**config.mk**
```make
export PLATFORM = sky130hd
export DESIGN_NAME = ce_result_packer
export DESIGN_NICKNAME = d
export VERILOG_FILES = /design/src/rtl/ce_result_packer.sv
export SDC_FILE = /design/constraint.sdc
export NUM_CORES = 1
export LEC_CHECK = 0
export ABC_AREA = 1
export CAP_MARGIN = 20
export CORE_AREA = 5 5 197 199
export CTS_BUF_LIST = sky130_fd_sc_hd__clkbuf_8
export DETAILED_ROUTE_END_ITERATION = 6
export DIE_AREA = 0 0 202 204
export GPL_TIMING_DRIVEN = 0
export PLACE_DENSITY = 0.75
export SYNTH_ARGS = -nofsm -noshare
export SYNTH_HDL_FRONTEND = slang
export SYNTH_SLANG_ARGS = --single-unit
```
**constraint.sdc**
```tcl
create_clock -name i_clk -period 11.9 [get_ports i_clk]
set_input_delay 1.785 -clock i_clk [delete_from_list [all_inputs] [get_ports i_clk]]
set_output_delay 1.785 -clock i_clk [all_outputs]
set_load 0.05 [all_outputs]
```
**src/rtl/ce_result_packer.sv**
```systemverilog
`default_nettype none
// ============================================================================
// Module   : ce_result_packer
// Purpose  : Packs a tile of DATA_W results into PACK_N-lane words, buffers
//            them, and emits keep/last-tagged words to the downstream FIFO.
// Revision : 1.0 - initial release
// ============================================================================
module ce_result_packer #(
    parameter int DATA_W     = 16,
    parameter int PACK_N     = 4,
    parameter int FIFO_DEPTH = 4
) (
    input  logic                     i_clk,
    input  logic                     i_reset_n,
    input  logic                     i_tile_en,
    input  logic [15:0]              i_expected_count,
    input  logic [DATA_W-1:0]        i_in_data,
    input  logic                     i_in_valid,
    output logic                     o_in_ready,
    output logic [PACK_N*DATA_W-1:0] o_out_data,
    output logic                     o_out_valid,
    output logic [PACK_N-1:0]        o_out_keep,
    output logic                     o_out_last,
    input  logic                     i_out_full,
    output logic                     o_tile_done,
    output logic [1:0]               o_state,
    output logic [15:0]              o_in_count,
    output logic [15:0]              o_out_count,
    output logic                     o_err_overrun
);

    localparam int c_lane_w = (PACK_N > 1) ? $clog2(PACK_N) : 1;
    localparam int c_word_w = PACK_N * DATA_W;
    localparam int c_ent_w  = c_word_w + PACK_N + 1;
    localparam int c_ptr_w  = (FIFO_DEPTH > 1) ? $clog2(FIFO_DEPTH) : 1;
    localparam int c_occ_w  = c_ptr_w + 1;
    localparam logic [c_lane_w-1:0] c_lane_max = c_lane_w'(PACK_N - 1);
    localparam logic [c_occ_w-1:0]  c_occ_full = c_occ_w'(FIFO_DEPTH);

    typedef enum logic [1:0] {
        IDLE  = 2'd0,
        RUN   = 2'd1,
        DRAIN = 2'd2,
        DONE  = 2'd3
    } state_t;

    state_t                 state_q, state_d;
    logic [c_word_w-1:0]    pack_q, pack_d;
    logic [c_lane_w-1:0]    lane_q, lane_d;
    logic [15:0]            in_count_q, in_count_d;
    logic [15:0]            out_count_q, out_count_d;
    logic [15:0]            expected_q, expected_d;
    logic [c_ptr_w-1:0]     wr_ptr_q, wr_ptr_d;
    logic [c_ptr_w-1:0]     rd_ptr_q, rd_ptr_d;
    logic [c_occ_w-1:0]     occ_q, occ_d;
    logic [c_ent_w-1:0]     mem_q [FIFO_DEPTH];
    logic [c_ent_w-1:0]     mem_d [FIFO_DEPTH];
    logic [c_word_w-1:0]    out_data_q, out_data_d;
    logic [PACK_N-1:0]      out_keep_q, out_keep_d;
    logic                   out_last_q, out_last_d;
    logic                   out_valid_q, out_valid_d;
    logic                   err_q, err_d;

    logic                   w_accept;
    logic                   w_cnt_last;
    logic                   w_push;
    logic                   w_pop;
    logic [c_word_w-1:0]    w_word;
    logic [PACK_N-1:0]      w_keep;

    assign o_in_ready    = (state_q == RUN) && (occ_q != c_occ_full);
    // Restart wins over a same-cycle element.
    assign w_accept      = i_in_valid && o_in_ready && !i_tile_en;
    assign w_cnt_last    = ((in_count_q + 16'd1) == expected_q);
    assign w_push        = w_accept && ((lane_q == c_lane_max) || w_cnt_last);
    assign w_pop         = (occ_q != '0) && !i_out_full;

    assign o_out_data    = out_data_q;
    assign o_out_keep    = out_keep_q;
    assign o_out_last    = out_last_q;
    assign o_out_valid   = out_valid_q;
    assign o_tile_done   = (state_q == DONE);
    assign o_state       = state_q;
    assign o_in_count    = in_count_q;
    assign o_out_count   = out_count_q;
    assign o_err_overrun = err_q;

    // Lanes above the current one stay zero because pack_q is cleared on push.
    always_comb begin
        w_word = pack_q;
        w_keep = '0;
        for (int k = 0; k < PACK_N; k++) begin
            if (k == int'(lane_q)) begin
                w_word[k*DATA_W +: DATA_W] = i_in_data;
            end
            if (k <= int'(lane_q)) begin
                w_keep[k] = 1'b1;
            end
        end
    end

    always_comb begin
        state_d     = state_q;
        pack_d      = pack_q;
        lane_d      = lane_q;
        in_count_d  = in_count_q;
        out_count_d = out_count_q;
        expected_d  = expected_q;
        wr_ptr_d    = wr_ptr_q;
        rd_ptr_d    = rd_ptr_q;
        occ_d       = occ_q;
        mem_d       = mem_q;
        out_data_d  = out_data_q;
        out_keep_d  = out_keep_q;
        out_last_d  = out_last_q;
        out_valid_d = 1'b0;
        err_d       = err_q | (i_in_valid && (state_q != RUN));

        if (i_tile_en) begin
            pack_d      = '0;
            lane_d      = '0;
            in_count_d  = '0;
            out_count_d = '0;
            expected_d  = i_expected_count;
            wr_ptr_d    = '0;
            rd_ptr_d    = '0;
            occ_d       = '0;
            state_d     = (i_expected_count == 16'd0) ? DONE : RUN;
        end else begin
            if (w_accept) begin
                in_count_d = in_count_q + 16'd1;
                if (w_push) begin
                    mem_d[wr_ptr_q] = {w_cnt_last, w_keep, w_word};
                    wr_ptr_d        = wr_ptr_q + c_ptr_w'(1);
                    pack_d          = '0;
                    lane_d          = '0;
                    if (w_cnt_last) begin
                        state_d = DRAIN;
                    end
                end else begin
                    pack_d = w_word;
                    lane_d = lane_q + c_lane_w'(1);
                end
            end

            if (w_pop) begin
                {out_last_d, out_keep_d, out_data_d} = mem_q[rd_ptr_q];
                out_valid_d = 1'b1;
                rd_ptr_d    = rd_ptr_q + c_ptr_w'(1);
                out_count_d = out_count_q + 16'd1;
            end

            occ_d = occ_q + c_occ_w'(w_push) - c_occ_w'(w_pop);

            case (state_q)
                DRAIN:   if (w_pop && (occ_q == c_occ_w'(1))) state_d = DONE;
                DONE:    state_d = IDLE;
                default: ;
            endcase
        end
    end

    always_ff @(posedge i_clk or negedge i_reset_n) begin
        if (!i_reset_n) begin
            state_q     <= IDLE;
            pack_q      <= '0;
            lane_q      <= '0;
            in_count_q  <= '0;
            out_count_q <= '0;
            expected_q  <= '0;
            wr_ptr_q    <= '0;
            rd_ptr_q    <= '0;
            occ_q       <= '0;
            out_data_q  <= '0;
            out_keep_q  <= '0;
            out_last_q  <= 1'b0;
            out_valid_q <= 1'b0;
            err_q       <= 1'b0;
        end else begin
            state_q     <= state_d;
            pack_q      <= pack_d;
            lane_q      <= lane_d;
            in_count_q  <= in_count_d;
            out_count_q <= out_count_d;
            expected_q  <= expected_d;
            wr_ptr_q    <= wr_ptr_d;
            rd_ptr_q    <= rd_ptr_d;
            occ_q       <= occ_d;
            out_data_q  <= out_data_d;
            out_keep_q  <= out_keep_d;
            out_last_q  <= out_last_d;
            out_valid_q <= out_valid_d;
            err_q       <= err_d;
        end
    end

    // Storage only; validity is tracked by occ_q, so no reset is needed.
    always_ff @(posedge i_clk) begin
        mem_q <= mem_d;
    end

endmodule
`default_nettype wire
```
Yosys cells after proc, flatten, opt, wreduce, memory -nomap -nowiden
Index checks and enable logic that the tools add are counted.
Operators by class
  add/subtract/negate cells: 7
  magnitude comparators: 6
  equality and inequality tests: 11
  mux-type cells: 38
  bitwise operators: 4
  reductions and logical operators: 20
Operator list (count)
  $bwmux W276: 1
  $mux W69: 3
  $mux W64: 3
  $bmux W69 S2: 1
  $demux W69 S2: 1
  $mux W16: 8
  $add A16 B1 Y16 const B: 2
  $mux W2: 14
  $eq A16 B16 Y1: 1
  $logic_not A16 Y1: 1
  $logic_and A1 B1 Y1: 8
  $add A2 B1 Y2 const B: 3
  $eq A2 B2 Y1 const B: 3
  $ge A3 B3 Y1 const B: 2
  $not A2 Y3: 2
  $reduce_bool A2 Y1: 3
  $mux W1: 5
  $eq A2 B2 Y1 const A: 2
  $le A2 B2 Y1 const A: 2
  $pmux W2 S2: 1
  $reduce_and A2 Y1: 2
  $add A3 B1 Y3: 1
  $eq A3 B1 Y1 const B: 1
  $lt A3 B1 Y1 const B: 1
  other kinds (14): 15
Storage, ports and cells
  register bits: 470
  input port bits: 37

Longest topological paths before layout
Gate-level depths: netlist of run 1.
  word-level depth: 10
  gate-level depth with buffers: 22
  depth with buffers taken out: 22

Worst setup path after synthesis of run 1
Ideal clock, no wire load.
  path kind: reg2reg
  start: reg state_q[0] (netlist: o_state[0])
  end: reg mem_q[0] (netlist bit), enable pin
  library setup time: 495 ps
  arrival time: 5478 ps
  path slack: 5927 ps
  stages on the path, launching flop included: 11
  buffers on the path: 1
  cells stage by stage: dfrtp_1 inv_1 nor2_1 a21boi_1 nand2_1 nor2_2 nand2_1 clkbuf_1 nand2_1 inv_2 nor2_1
Between the ends
  word-level cells in the longest chain between the ends: 6
Ends and longest elaborated chain
  from (decl): line 47  | state_t state_q, state_d;
  from (signal assigned): line 180  | state_q <= state_d;
  $eq A2 B1 Y1 (*): line 71  | assign o_in_ready = (state_q == RUN) && (occ_q != c_occ_full);
  $logic_and A1 B1 Y1 (*): line 71
  named net o_in_ready: line 19  | output logic o_in_ready,
  $logic_and A1 B1 Y1 (*) (2 in series): line 73  | assign w_accept = i_in_valid && o_in_ready && !i_tile_en;
  $logic_and A1 B1 Y1: line 75  | assign w_push = w_accept && ((lane_q == c_lane_max) || w_cnt_last);
  $reduce_and A3 Y1 (no source line) (*)
  to (signal assigned): line 199  | mem_q <= mem_d;
  to (decl): line 56  | logic [c_ent_w-1:0] mem_q [FIFO_DEPTH];
Mark *: on every way through the listed nets, which the timed path passes. The rest lies on a longest branch.
A chain may end at the register's enable or synchronous reset.

Worst setup path in the final report of run 1
  start: in i_tile_en
  end: reg occ_q[2]
Between the ends
  word-level cells in the longest chain between the ends: 6
Ends and longest elaborated chain
  from (decl): line 15  | input logic i_tile_en,
  $logic_not A1 Y1: line 73
  $logic_and A1 B1 Y1: line 73
  $logic_and A1 B1 Y1: line 75
  $add A3 B1 Y3: line 153  | occ_d = occ_q + c_occ_w'(w_push) - c_occ_w'(w_pop);
  $sub A3 B1 Y3: line 153
  $mux W3 (*): line 119  | if (i_tile_en) begin
  named net occ_d[2]: line 55  | logic [c_occ_w-1:0] occ_q, occ_d;
  to (signal assigned): line 173  | occ_q <= '0;
  to (signal assigned): line 188  | occ_q <= occ_d;
  to (decl): line 55
Marked as above.

==> flow_summary.json, run 1 <==
{
  "swShare": 0.381,
  "irDropWorstVdd_mv": 0.116,
  "postSynthNetCount": 2063,
  "cp-startpoint": "i_tile_en",
  "vias_per_cell": 5.69,
  "slew_headroom": 0.427,
  "drv_cap": 0,
  "tightestPinTransition_ps": 860,
  "powerDensity_nw_per_um2": 215,
  "ios": 144,
  "r2r-start": "o_in_count[0]$_DFFE_PN0P_",
  "synth_warnings": 0,
  "synthCells": 2012,
  "grt_usage": 0.259,
  "yosys.area_share.adder": 0.00919,
  "combPwrFrac": 0.326,
  "finalCriticalPeriod_ps": 4380,
  "tns_ps": 0,
  "ys_seq_elements": 466,
  "fillers": 2943,
  "rsz0062_at_grt": "no",
  "instances_no_fill": 2785,
  "timing.fmax_ghz": 0.229,
  "endpoint_kind": "register",
  "multi_input_area_um2": 5840,
  "outcome": "complete, no violations",
  "gp_congestion": 0.906,
  "dpl_cell_area_um2": 22200,
  "syn2layout_area_growth_pct": 18.8,
  "crit_chain": "clkdlybuf4s50_1 > nor2_2 > nand2_1 > clkbuf_1 > nand2_1 > inv_2 > ha_1 > inv_1 > ha_1 > inv_1 > fa_1 > and3_1 > nor3_1",
  "postCtsSetupBuffers": 0,
  "p_switching_uw": 1930,
  "grt_pass1_vias": 15500,
  "synth_area_leaders": "edfxtp_1 (41%), dfrtp_1 (24%), nand2_1 (9.8%), o21ai_0 (5.9%), nor2_1 (4.5%)",
  "hp-class": "register to register",
  "postCtsHoldBufs": 0,
  "layout_worst_path_cycle_share": 0.368,
  "firstDrtPassIters": 5,
  "synth_xor_area_frac": 0.00132,
  "setup_viol": 0,
  "leakagePower_uw": 0.0101,
  "fp.dieW_um": 202,
  "hold_viol_final": 0,
  "syn_area_per_cell_um2": 9.88,
  "clk-insertion-delay-late_ps": 610,
  "muxShareOfSynthArea": 0,
  "start_util": 0.537,
  "antenna_found_initial": 0,
  "layout.area.seq_um2": 13000,
  "maxSlewViolCount": 0,
  "grt-ovfl-total": 0,
  "io_buffers": 143,
  "cts.clk_slew.worst_paths_ps": 60,
  "grt_pass1_wl_mm": 84.3,
  "synthSimpleGateAreaFrac": 0.194,
  "vias": 15800,
  "clock_skew_ps": 13.2,
  "drtIter0Drc": 1480,
  "h-tree-depth": 3,
  "reg2regPathDepth": 21,
  "crit_slowest_cell": "clkdlybuf4s50_1",
  "layout.nets": 2296,
  "seq_area_frac_synth": 0.655,
  "start_kind": "input port",
  "slowest_delay_ps": 630,
  "cts_tree": "built",
  "std_cell_rows": 71,
  "placed_cells": 2639,
  "synth_top_cell_by_area": "edfxtp_1",
  "r2r-end": "occ_q[2]$_DFF_PN0_",
  "drc": 0,
  "layout-drive-gt1-share": 0.0588,
  "synth_most_common_cell": "nand2_1",
  "critical_path_class": "input port to register",
  "cp_max_fo": 10,
  "fp.dieArea_um2": 41200,
  "p_int_uw": 3140,
  "syn_area_um2": 19900,
  "required_ps": 12410,
  "worstSetupEndpoint": "occ_q[2]$_DFF_PN0_",
  "synth_cell_types": 37,
  "clock_path_buffers": 3,
  "cts_made_buffers": 78,
  "synthTopCellsByCount": "nand2_1 (519), edfxtp_1 (272), nor2_1 (237), o21ai_0 (235), dfrtp_1 (194)",
  "ant_nets": 0,
  "die_h_um": 204,
  "async_flop_share": 0.416,
  "core-area_um2": 37000,
  "final_area_um2": 23600,
  "grt_max_degree": 110,
  "arrival_ps": 4890,
  "wl_per_cell_um": 19.4,
  "clock_sinks": 466,
  "clkPwrFrac": 0.259,
  "synth_top_family_by_area": "simple AND/OR/NAND/NOR gates",
  "synth_compound_area_frac": 0.0881,
  "diodes": 0,
  "p_seq_frac": 0.414,
  "post_cts_resized": 0,
  "wirelength_mm": 54.0,
  "hpwlAfterDp_mm": 35.9,
  "synthFlopType": "edfxtp_1",
  "synth_edf_count": 272,
  "reg2reg_setup_slack_ps": 8010,
  "yosysTopAreaCellShare": 0.411,
  "cts_root_buffer": "clkbuf_8"
}
==> metal layers <==
layer | share of wire | global-route usage | wire length [µm]
met4 | 0.029 | 0.0842 | 1580
met1 | 0.40 | 0.336 | 21500
met2 | 0.49 | 0.438 | 26600
met5 | 0 | 0 | 0
met3 | 0.080 | 0.0566 | 4340
==> layout make-up <==
type                    instances  area share
flip-flops and latches        466       0.552
multi-input cells            1273       0.247
repair buffers                153      0.0700
clock buffers                  86      0.0501
inverters                     158      0.0251
well taps                     474      0.0251
plain buffers                 115      0.0191
clock inverters                60      0.0115
==> power by group through the flow <==
stage                     Sequential (µW)  Clock, µW  Combinational (µW)
after floorplan                      2510          0                 662
after global placement               2130          0                1610
after detailed placement             2130          0                1650
after CTS                            2100       1330                1650
after global routing                 2120       1420                1790
final                                2100       1320                1660
==> sequential cells by signal (all words and copies together), names as in the netlist, 3 cells and up <==
name	count
o_out_count	16
expected_q	16
pack_q	64
mem_q	272
o_in_count	16
o_out_data	64
occ_q	3
o_out_keep	4
==> through the flow <==
step | hold slack, ps | setup WS (ps) | power, µW | util
global route | 487 | 7400 | 5330 | 0.637
CTS | 473 | 7590 | 5090 | 0.637
global placement | 454 | 677 | 3730 | 0.591
detailed placement | 458 | 6970 | 3780 | 0.598
floorplan | 444 | 5930 | 3170 | -
finish | 466 | 7520 | 5080 | 0.637
==> cell families after synthesis <==
kind of cell	count (synthesis)
xor gates and xnor gates	3
and+or+nand+nor	928
adders and majority gates	14
DFF	466
buffers and inverters	273
AOI/OAI and AO/OA	328
==> critical path: cells and delay by family <==
family / cells / cell delay [ps]
AND/OR/NAND/NOR: 5 / 870
buffers and inverters: 5 / 1460
adder cells (fa/ha/maj): 3 / 770
==> worst min path at each step <==
stage                          startpoint                          to  slack, ps  cells after the start
6_report       o_out_data[23]$_DFFE_PN0P_  o_out_data[23]$_DFFE_PN0P_        470                      2
5_1_grt        o_out_data[18]$_DFFE_PN0P_  o_out_data[18]$_DFFE_PN0P_        490                      2
4_1_cts        o_out_data[18]$_DFFE_PN0P_  o_out_data[18]$_DFFE_PN0P_        470                      2
3_5_place_dp   o_out_data[12]$_DFFE_PN0P_  o_out_data[12]$_DFFE_PN0P_        460                      2
3_3_place_gp    o_out_data[7]$_DFFE_PN0P_   o_out_data[7]$_DFFE_PN0P_        450                      2
2_1_floorplan       pack_q[0]$_DFFE_PN0P_       pack_q[0]$_DFFE_PN0P_        440                      2
==> cell usage in the layout, fill, tap and decap left out, drive strengths merged, types with 2 or more instances in the layout <==
cell type      count
edfxtp           272
dfrtp            194
nor2             243
o21ai            236
inv              197
clkinv            18
nor3b              2
clkdlybuf4s50    142
nand4             85
a21oi             11
clkinvlp           2
ha                13
nand2            520
clkbuf           186
nor3              15
and3               3
or2                4
nand3             53
buf               26
nor4               2
o22ai             75
xor2               2
Power figures use the tool's default switching activity.
==> run 2, diff against run 1 <==
--- a/config.mk
+++ b/config.mk
@@ -12,7 +12,7 @@
 export DETAILED_ROUTE_END_ITERATION = 6
 export DIE_AREA = 0 0 202 204
 export GPL_TIMING_DRIVEN = 0
-export PLACE_DENSITY = 0.75
+export PLACE_DENSITY = 0.77
 export SYNTH_ARGS = -nofsm -noshare
 export SYNTH_HDL_FRONTEND = slang
 export SYNTH_SLANG_ARGS = --single-unit
==> constraint.sdc (replaced) <==
create_clock -name i_clk -period 3.5 [get_ports i_clk]
set_input_delay 0.525 -clock i_clk [delete_from_list [all_inputs] [get_ports i_clk]]
set_output_delay 0.525 -clock i_clk [all_outputs]
set_load 0.05 [all_outputs]
==> flow_summary.json, run 2 (same netlist as run 1, synthesis figures left out) <==
{
  "grt_max_degree": 108,
  "critical_path_class": "register to register",
  "drc": 0,
  "whs_ps": 466,
  "clock_path_buffers": 3,
  "antenna_found_initial": 0,
  "tns_ps": 0,
  "groute.layer.met3.usage": 0.0462,
  "maxSlewViolCount": 0,
  "vias": 15600,
  "h-tree-depth": 3,
  "grt-ovfl-total": 0,
  "hpwlAfterDp_mm": 35.2,
  "grt_util_met2": 0.416,
  "layout.nets": 2301,
  "clock_skew_ps": 22.4,
  "finalCriticalPeriod_ps": 3330,
  "syn2layout_area_growth_pct": 19.5,
  "clock_sinks": 466,
  "firstDrtPassIters": 6,
  "start_util": 0.537,
  "fin_ws_ps": 170,
  "outcome": "complete, no violations",
  "layout-drive-gt1-share": 0.0731,
  "largest_reg_flops": 272,
  "ios": 144,
  "clk-insertion-delay-late_ps": 630,
  "drtIter0Drc": 1639,
  "vias_per_cell": 5.61,
  "hold_viol_final": 0,
  "tightestPinTransition_ps": 965,
  "cts_root_buffer": "clkbuf_8",
  "slew_headroom": 0.357,
  "irDropWorstVdd_mv": 0.343,
  "wirelength_mm": 52.8,
  "drv_cap": 0,
  "fin_util": 0.641,
  "dp_slack_ps": -289,
  "grt_util_met1": 0.338,
  "core-area_um2": 37000,
  "layout_worst_path_cycle_share": 0.951,
  "grt_busiest_layer": "met2",
  "endpoint_kind": "register",
  "die_h_um": 204,
  "arrival_ps": 3850,
  "cts_tree": "built",
  "setup_viol": 0,
  "timing.fmax_ghz": 0.300,
  "ant_nets": 0,
  "required_ps": 4020,
  "final_cell_mix": "nand2_1 (518), edfxtp_1 (272), o21ai_0 (235)",
  "wl_per_cell_um": 19.0,
  "cts_made_buffers": 76,
  "fp.dieArea_um2": 41200,
  "max_flop_register": "mem_q",
  "final_common_cell": "nand2_1",
  "fillers": 2889,
  "grt_pass1_wl_mm": 82.9,
  "fp.dieW_um": 202,
  "placed_cells": 2638,
  "powerDensity_nw_per_um2": 731,
  "instances_no_fill": 2785,
  "cp_max_fo": 5,
  "io_buffers": 143,
  "start_kind": "register",
  "hp-class": "register to register",
  "grt_pass1_vias": 15500,
  "cts.clk_slew.worst_paths_ps": 60,
  "leakagePower_uw": 0.0101,
  "grt_usage": 0.254,
  "gp_congestion": 0.900,
  "diodes": 0,
  "std_cell_rows": 71
}
==> run 2: final timing paths <==
| check | startpoint | endpoint | slack (ps) | cells after the start |
|---|---|---|---|---|
| worst max register to register | o_in_count[1]$_DFFE_PN0P_ | occ_q[2]$_DFF_PN0_ | 170 | 22 |
| min in group asynchronous | i_reset_n | o_state[0]$_DFF_PN0_ | 510 | 2 |
| max in group asynchronous | i_reset_n | o_out_data[27]$_DFFE_PN0P_ | 1990 | 3 |
| worst max-delay path | o_in_count[1]$_DFFE_PN0P_ | occ_q[2]$_DFF_PN0_ | 170 | 22 |
| worst min-delay path | o_out_data[16]$_DFFE_PN0P_ | o_out_data[16]$_DFFE_PN0P_ | 470 | 2 |
| worst min register to register | o_out_data[16]$_DFFE_PN0P_ | o_out_data[16]$_DFFE_PN0P_ | 470 | 2 |
==> run 2: worst max-delay path, stage by stage (launching register included) <==
cell and delay [ps]:
dfrtp_2 410, ha_4 160, nand2_2 80, nor2_4 160
buf_4 150, nand3_1 70, nand2_1 90, nand2_1 80
nand2_1 60, nand2_1 70, nor2_1 110, nand2_1 100
nor2_4 140, nand3_4 80, nand2_2 110, inv_4 90
ha_1 290, inv_1 50, ha_1 130, inv_1 50
fa_1 380, and3_1 180, nor3_1 160
==> run 2: per-stage QoR <==
step           total power, µW  cell area (µm²)
3_3_place_gp             12700            21900
6_report                 17400            23800
5_1_grt                  18200            23800
3_5_place_dp             12800            22100
2_1_floorplan            10800            19900
4_1_cts                  17400            23700
==> run 2: metal layers <==
layer  vias to the layer above  part of all wire  wire length (µm)
li1                       7292                 -                 -
met1                      7461              0.39             20800
met2                       762              0.48             25400
met3                       122             0.087              4620
met4                         0             0.037              1960
met5                         -                 0                 0
==> run 2: area by class of cell <==
class | instances | area (µm²) | share of cell area
flip-flops and latches | 466 | 13000 | 0.549
multi-input cells | 1273 | 5910 | 0.249
repair buffers | 160 | 1700 | 0.0715
clock buffers | 85 | 1170 | 0.0493
inverters | 158 | 596 | 0.0251
well taps | 474 | 593 | 0.0250
plain buffers | 115 | 452 | 0.0190
clock inverters | 54 | 298 | 0.0125
==> run 2: what timing repair did <==
action / 4_1_cts / 5_1_grt
cloned: 0 / 0
hold buffers: 1 / 0
hold endpoints to repair: 87 / 0
pin swaps: 1 / 2
resized for setup: 5 / 12
buffers inserted: 2 / 5
setup endpoints to repair: 112 / 92
==> run 2: report_power, final <==
part,total (µW),internal [µW],switching (µW)
Combinational,5660,1600,4060
Clock,4560,2390,2170
Sequential,7130,6770,365
Total,17400,10800,6590
